--- src/rtl/conv_feeder.sv ---
`timescale 1ns/1ps
// Feeds a 3x3 convolution engine from a row-major pixel stream: two line buffers build
// valid-padding windows, each window is issued, its result captured and streamed out.
module conv_feeder #(
    parameter int MAX_W = 64,
    parameter int DW    = 16
) (
    input  logic            clk,
    input  logic            rst_n,
    input  logic            start,
    input  logic [7:0]      img_w,
    input  logic [7:0]      img_h,
    input  logic            w_load,
    input  logic [9*DW-1:0] w_data,
    input  logic [DW-1:0]   b_data,
    input  logic            px_valid,
    output logic            px_ready,
    input  logic [DW-1:0]   px_data,
    output logic [9*DW-1:0] im,
    output logic [9*DW-1:0] iw,
    output logic [DW-1:0]   ib,
    output logic            conv_ready,
    input  logic            conv_valid,
    input  logic [DW-1:0]   om,
    output logic            eng_rst_n,
    output logic            res_valid,
    input  logic            res_ready,
    output logic [DW-1:0]   res_data,
    output logic            busy,
    output logic            done
);

    localparam int         AW     = $clog2(MAX_W);
    localparam logic [8:0] MAX_W9 = 9'(MAX_W);

    typedef enum logic [2:0] {
        IDLE,
        FILL,
        ISSUE,
        WAIT,
        CLR,
        OUT
    } state_t;

    state_t state, next_state;

    logic [7:0]      width;
    logic [7:0]      height;
    logic [7:0]      row;
    logic [7:0]      col;
    logic            last_px;
    logic            clr_flag;
    logic [DW-1:0]   lb0 [MAX_W];
    logic [DW-1:0]   lb1 [MAX_W];
    logic [DW-1:0]   win [9];
    logic [9*DW-1:0] w_reg;
    logic [DW-1:0]   b_reg;
    logic [DW-1:0]   res_reg;
    logic [AW-1:0]   lb_addr;
    logic            start_ok;
    logic            px_fire;
    logic            win_full;
    logic            at_last;

    assign start_ok = start && (img_w >= 8'd3) && ({1'b0, img_w} <= MAX_W9) && (img_h >= 8'd3);
    assign px_fire  = px_valid && (state == FILL);
    assign win_full = (row >= 8'd2) && (col >= 8'd2);
    assign at_last  = (row == height - 8'd1) && (col == width - 8'd1);
    assign lb_addr  = col[AW-1:0];

    always_ff @(posedge clk or negedge rst_n) begin
        if (!rst_n) begin
            state <= IDLE;
        end else begin
            state <= next_state;
        end
    end

    always_comb begin
        next_state = state;
        case (state)
            IDLE:    if (start_ok) next_state = FILL;
            FILL:    if (px_fire && win_full) next_state = ISSUE;
            ISSUE:   next_state = WAIT;
            WAIT:    if (conv_valid) next_state = CLR;
            CLR:     next_state = OUT;
            OUT:     if (res_ready) next_state = last_px ? IDLE : FILL;
            default: next_state = IDLE;
        endcase
    end

    always_comb begin
        px_ready   = 1'b0;
        conv_ready = 1'b0;
        res_valid  = 1'b0;
        busy       = 1'b1;
        case (state)
            IDLE:    busy       = 1'b0;
            FILL:    px_ready   = 1'b1;
            ISSUE:   conv_ready = 1'b1;
            OUT:     res_valid  = 1'b1;
            default: ;
        endcase
    end

    always_ff @(posedge clk or negedge rst_n) begin
        if (!rst_n) begin
            width    <= '0;
            height   <= '0;
            row      <= '0;
            col      <= '0;
            last_px  <= 1'b0;
            w_reg    <= '0;
            b_reg    <= '0;
            res_reg  <= '0;
            clr_flag <= 1'b0;
            done     <= 1'b0;
        end else begin
            done     <= (state == OUT) && res_ready && last_px;
            // Registered so the engine reset is a clean one-cycle pulse during CLR.
            clr_flag <= (next_state == CLR);
            if (state == IDLE && w_load) begin
                w_reg <= w_data;
                b_reg <= b_data;
            end
            if (state == IDLE && start_ok) begin
                width  <= img_w;
                height <= img_h;
                row    <= '0;
                col    <= '0;
            end
            if (px_fire) begin
                last_px <= at_last;
                if (col == width - 8'd1) begin
                    col <= '0;
                    row <= row + 8'd1;
                end else begin
                    col <= col + 8'd1;
                end
            end
            if (state == WAIT && conv_valid) begin
                res_reg <= om;
            end
        end
    end

    // Window shifts left; the new right column is {row-2, row-1, current} at this column.
    always_ff @(posedge clk or negedge rst_n) begin
        if (!rst_n) begin
            for (int k = 0; k < 9; k++) begin
                win[k] <= '0;
            end
        end else if (px_fire) begin
            for (int r = 0; r < 3; r++) begin
                win[3*r]   <= win[3*r+1];
                win[3*r+1] <= win[3*r+2];
            end
            win[2] <= lb0[lb_addr];
            win[5] <= lb1[lb_addr];
            win[8] <= px_data;
        end
    end

    always_ff @(posedge clk) begin
        if (px_fire) begin
            lb0[lb_addr] <= lb1[lb_addr];
            lb1[lb_addr] <= px_data;
        end
    end

    for (genvar k = 0; k < 9; k++) begin : g_pack
        assign im[DW*k +: DW] = win[k];
    end

    assign iw        = w_reg;
    assign ib        = b_reg;
    assign res_data  = res_reg;
    assign eng_rst_n = rst_n & ~clr_flag;

endmodule

--- config.mk ---
export PLATFORM = sky130hd
export DESIGN_NAME = conv_feeder
export DESIGN_NICKNAME = d
export VERILOG_FILES = /design/src/rtl/conv_feeder.sv
export SDC_FILE = /design/constraint.sdc
export NUM_CORES = 2
export LEC_CHECK = 0
export BUFFER_PORTS_ARGS = -buffer_cell sky130_fd_sc_hd__buf_2
export CAP_MARGIN = 20
export CELL_PAD_IN_SITES_DETAIL_PLACEMENT = 0
export CELL_PAD_IN_SITES_GLOBAL_PLACEMENT = 1
export CORE_ASPECT_RATIO = 1.5
export CORE_UTILIZATION = 56
export CTS_BUF_LIST = sky130_fd_sc_hd__clkbuf_16
export CTS_CLUSTER_DIAMETER = 50
export DETAILED_ROUTE_END_ITERATION = 7
export PLACE_DENSITY_LB_ADDON = 0.12
export SYNTH_ARGS = -nofsm -noshare
export SYNTH_HDL_FRONTEND = slang
export SYNTH_SLANG_ARGS = --single-unit
--- constraint.sdc ---
create_clock -name clk -period 6.54 [get_ports clk]
set_input_delay 0.654 -clock clk [delete_from_list [all_inputs] [get_ports clk]]
set_output_delay 0.654 -clock clk [all_outputs]
set_load 0.02 [all_outputs]
==> results_dict.tcl <==
set metrics [dict create \
    finalCritPeriodShare_pct 76.2 \
    ir_drop_mv 0.427 \
    seq_area_sq_mm 0.0705 \
    worst_slew_pin_slew_ns 1.31 \
    antenna_found_initial 33 \
    slowest_delay_ns 0.89 \
    worstPathMaxFanout 64 \
    r2r_slack_ns 1.56 \
    ys_async_sr_fraction_pct 14.9 \
    htree_levels 4 \
    rows 183 \
    clk_pin_slew_worst_paths_ns 0.06 \
    drive_above_1_share_pct 25.5 \
    gr-total-overflow 0 \
    yosysSeqAreaShare_pct 75.6 \
    place_area_sq_mm 0.0999 \
    ys_seq_elements 2406 \
    worst_slack_ns 1.56 \
    setup_viol 0 \
    synth_warnings 0 \
    grt_pass1_wl_um 436000 \
    grt_pass1_vias 55325 \
    worstSetupPathType "reg -> reg" \
    antenna_left 0 \
    maxCapViolCount 0 \
    multiInputGateArea_sq_mm 0.0216 \
    maxSlewHeadroom_pct 12.4 \
    grt_max_degree 159 \
    synthMostInstantiatedCell "edfxtp_1" \
    grt_usage_pct 37.7 \
    whs_ns 0.0239 \
    hold_violations 0 \
    setup.worst_path.end_class "register" \
    crit_end "lb0[46][5]" \
    synth_top_cell_area_share_pct 66.0 \
    fin_setup_tns_ns 0 \
    crit_path_top_delay_cell "buf_4" \
    route.detailed.drc 0 \
    post_drt_wl_per_cell_um 37.1 \
    synth_flop_cell "edfxtp_1" \
    dp_hpwl_um 198000 \
    fp.coreArea_sq_mm 0.166 \
    vias 57771 \
    cts_tree "done" \
    critPathLaunchType "register" \
    clkLatencyLatePin_ns 0.87 \
    fin_area_sq_mm 0.107 \
    yosysTopAreaCell "edfxtp_1" \
    area_growth_pct 15.2 \
    synthTopCellsByArea "edfxtp_1, dfrtp_1, mux2_2, mux2i_1, mux4_2" \
    reg2reg_depth 8 \
    viasPerCell 6.72 \
    drtPass1Iterations 6 \
    rsz0062_at_grt "no" \
    synthDistinctLibCells 72 \
    cts_num_sinks 2406 \
    die_w_um 335 \
    chipHeight_um 502 \
    startpoint "col[1]" \
    p_leak_uw 0.0380 \
    syn_inst 5453 \
    start_util_pct 56.3 \
    hold_class "in -> reg" \
    cts_root_buf "clkbuf_16" \
    nets 6398 \
    place_ws_ns 1.57 \
    fmax_mhz 201 \
    fill_cells 11718 \
    synth_edf_count 2048 \
    worst_path_most_repeated_cell "buf_4" \
    numCtsBuffers 211 \
    cp_cell_sequence "buf_4, mux2_2, a221oi_1, a31oi_1, o21ai_0, nand4_1, or3_2, buf_4" \
    r2r-start "col[1]" \
    worstPathArrival_ns 5.48 \
    ios 541 \
    fin_crit_ns 4.98 \
    synth_common_cells "edfxtp_1, nand2_1, mux2i_1" \
    clockBufferDepth 3 \
    pwr_density_cell_mw_per_mm2 487 \
    avgSynthCellArea_sq_um 17.1 \
    first_iter_violations 7306 \
    outcome "finished, final reports clean" \
    syn-num-nets 5674 \
    place_congestion 0.903 \
    fin_skew_ns 0.0266 \
    die-area_sq_mm 0.168 \
    port_buffers 540 \
    drv_slew 0 \
    syn-cell-area_sq_mm 0.0932 \
    r2r-end "lb0[46][5]" \
    cp.required_ns 7.04 \
    power_uw 52300 \
    wl_um 319000 \
]
## report_power, final
group	internal (uW)	leakage [uW]	total (uW)	switching [uW]
Combinational	5600	0.0118	18500	12900
Clock	6600	0.00347	12100	5510
Sequential	20500	0.0228	21700	1180
## cells by family (layout without fill, tap and decap cells)
kind of cell               Yosys count  count (layout)  synth area share [%]
other                                0              23                     0
muxes                              800             800                  10.5
and+or+nand+nor                    839             839                  3.81
xor gates and xnor gates            21              21                 0.197
buffers and inverters              363            1261                  1.89
AOI/OAI and AO/OA                 1018            1018                  7.90
adders and majority gates            6               6                0.0805
DFF                               2406            2406                  75.6
## through the flow
step,cells,util (%)
after floorplan,5453,-
after CTS,8569,64.8
after global routing,8587,64.8
final,8594,64.9
after detailed placement,8102,60.3
after global placement,8100,60.3
## flip-flops by register name, summed over array words and instances, names as in the netlist, 8 cells and up
signal    count
iw          144
im          144
res_data     16
col           8
lb1        1024
height        8
row           8
ib           16
lb0        1024
width         8
## metal layers
metal,global-route usage (%),wire length [um],vias up,part of all wire (%)
li1,-,-,23066,-
met1,46.1,107000,29539,34
met2,60.8,153000,4197,48
met3,8.06,34800,955,11
met4,24.9,24100,14,7.6
met5,0,82,-,0.026
## critical path, delay by kind of cell (launching register included)
kind / cells / cell delay, ns
multiplexers: 1 / 0.42
AO/OA/AOI/OAI: 3 / 0.84
buffers and inverters: 2 / 1.26
AND/OR/NAND/NOR: 2 / 1.09
flip-flops: 1 / 0.86
## layout by cell type, fill, tap and decap left out, types with 11 or more instances in the layout
cell           instances
o2bb2ai_1             30
a222oi_1              12
a211oi_1              27
mux2_2               324
clkinv_2              34
a22oi_1              121
xnor2_1               13
a221o_1               73
edfxtp_1            2048
buf_4                207
o32a_1                11
nand3_1               23
o211ai_1              18
nor2_1               119
buf_2                538
diode_2               23
clkinv_1              49
mux4_2               112
inv_1                 67
mux2i_1              364
dfrtp_1              355
a22o_1                91
buf_12                36
o21ai_0              145
a31oi_1               26
bufinv_16             15
dlygate4sd3_1         80
o22ai_1              134
nand2b_1              16
nor2_4                67
nand2_1              492
a21oi_1              138
nor4_1                13
clkbuf_16            219
o22a_1                16
a221oi_1             107
nand3b_1              12
## worst min path at each step
| stage | from | end | slack [ns] | depth (start not counted) |
|---|---|---|---|---|
| finish | om[9] | res_data[9] | 0.02 | 3 |
| global route | w_data[30] | iw[30] | 0.02 | 2 |
| CTS | w_data[87] | iw[87] | 0.0002 | 2 |
| detailed placement | res_data[10] | res_data[10] | 0.46 | 2 |
| global placement | im[101] | im[101] | 0.45 | 2 |
| floorplan | rst_n | clr_flag | 0.36 | 0 |
## repair_timing
item                                   4_1_cts  5_1_grt
gates resized for setup                      0        0
hold buffers                                80        0
setup buffers                                0        0
endpoints found under the hold margin      154        0
## final cells by class
cell class	instances	share of cell area [%]
clock inverter	168	1.04
timing repair buffer	863	5.41
inverter	11	0.0454
sequential	2406	65.6
tap	2220	2.59
antenna	23	0.0536
clock buffer	219	5.10
multi-input combinational	2684	20.1
Note: power is estimated with default switching activity, not from simulation.
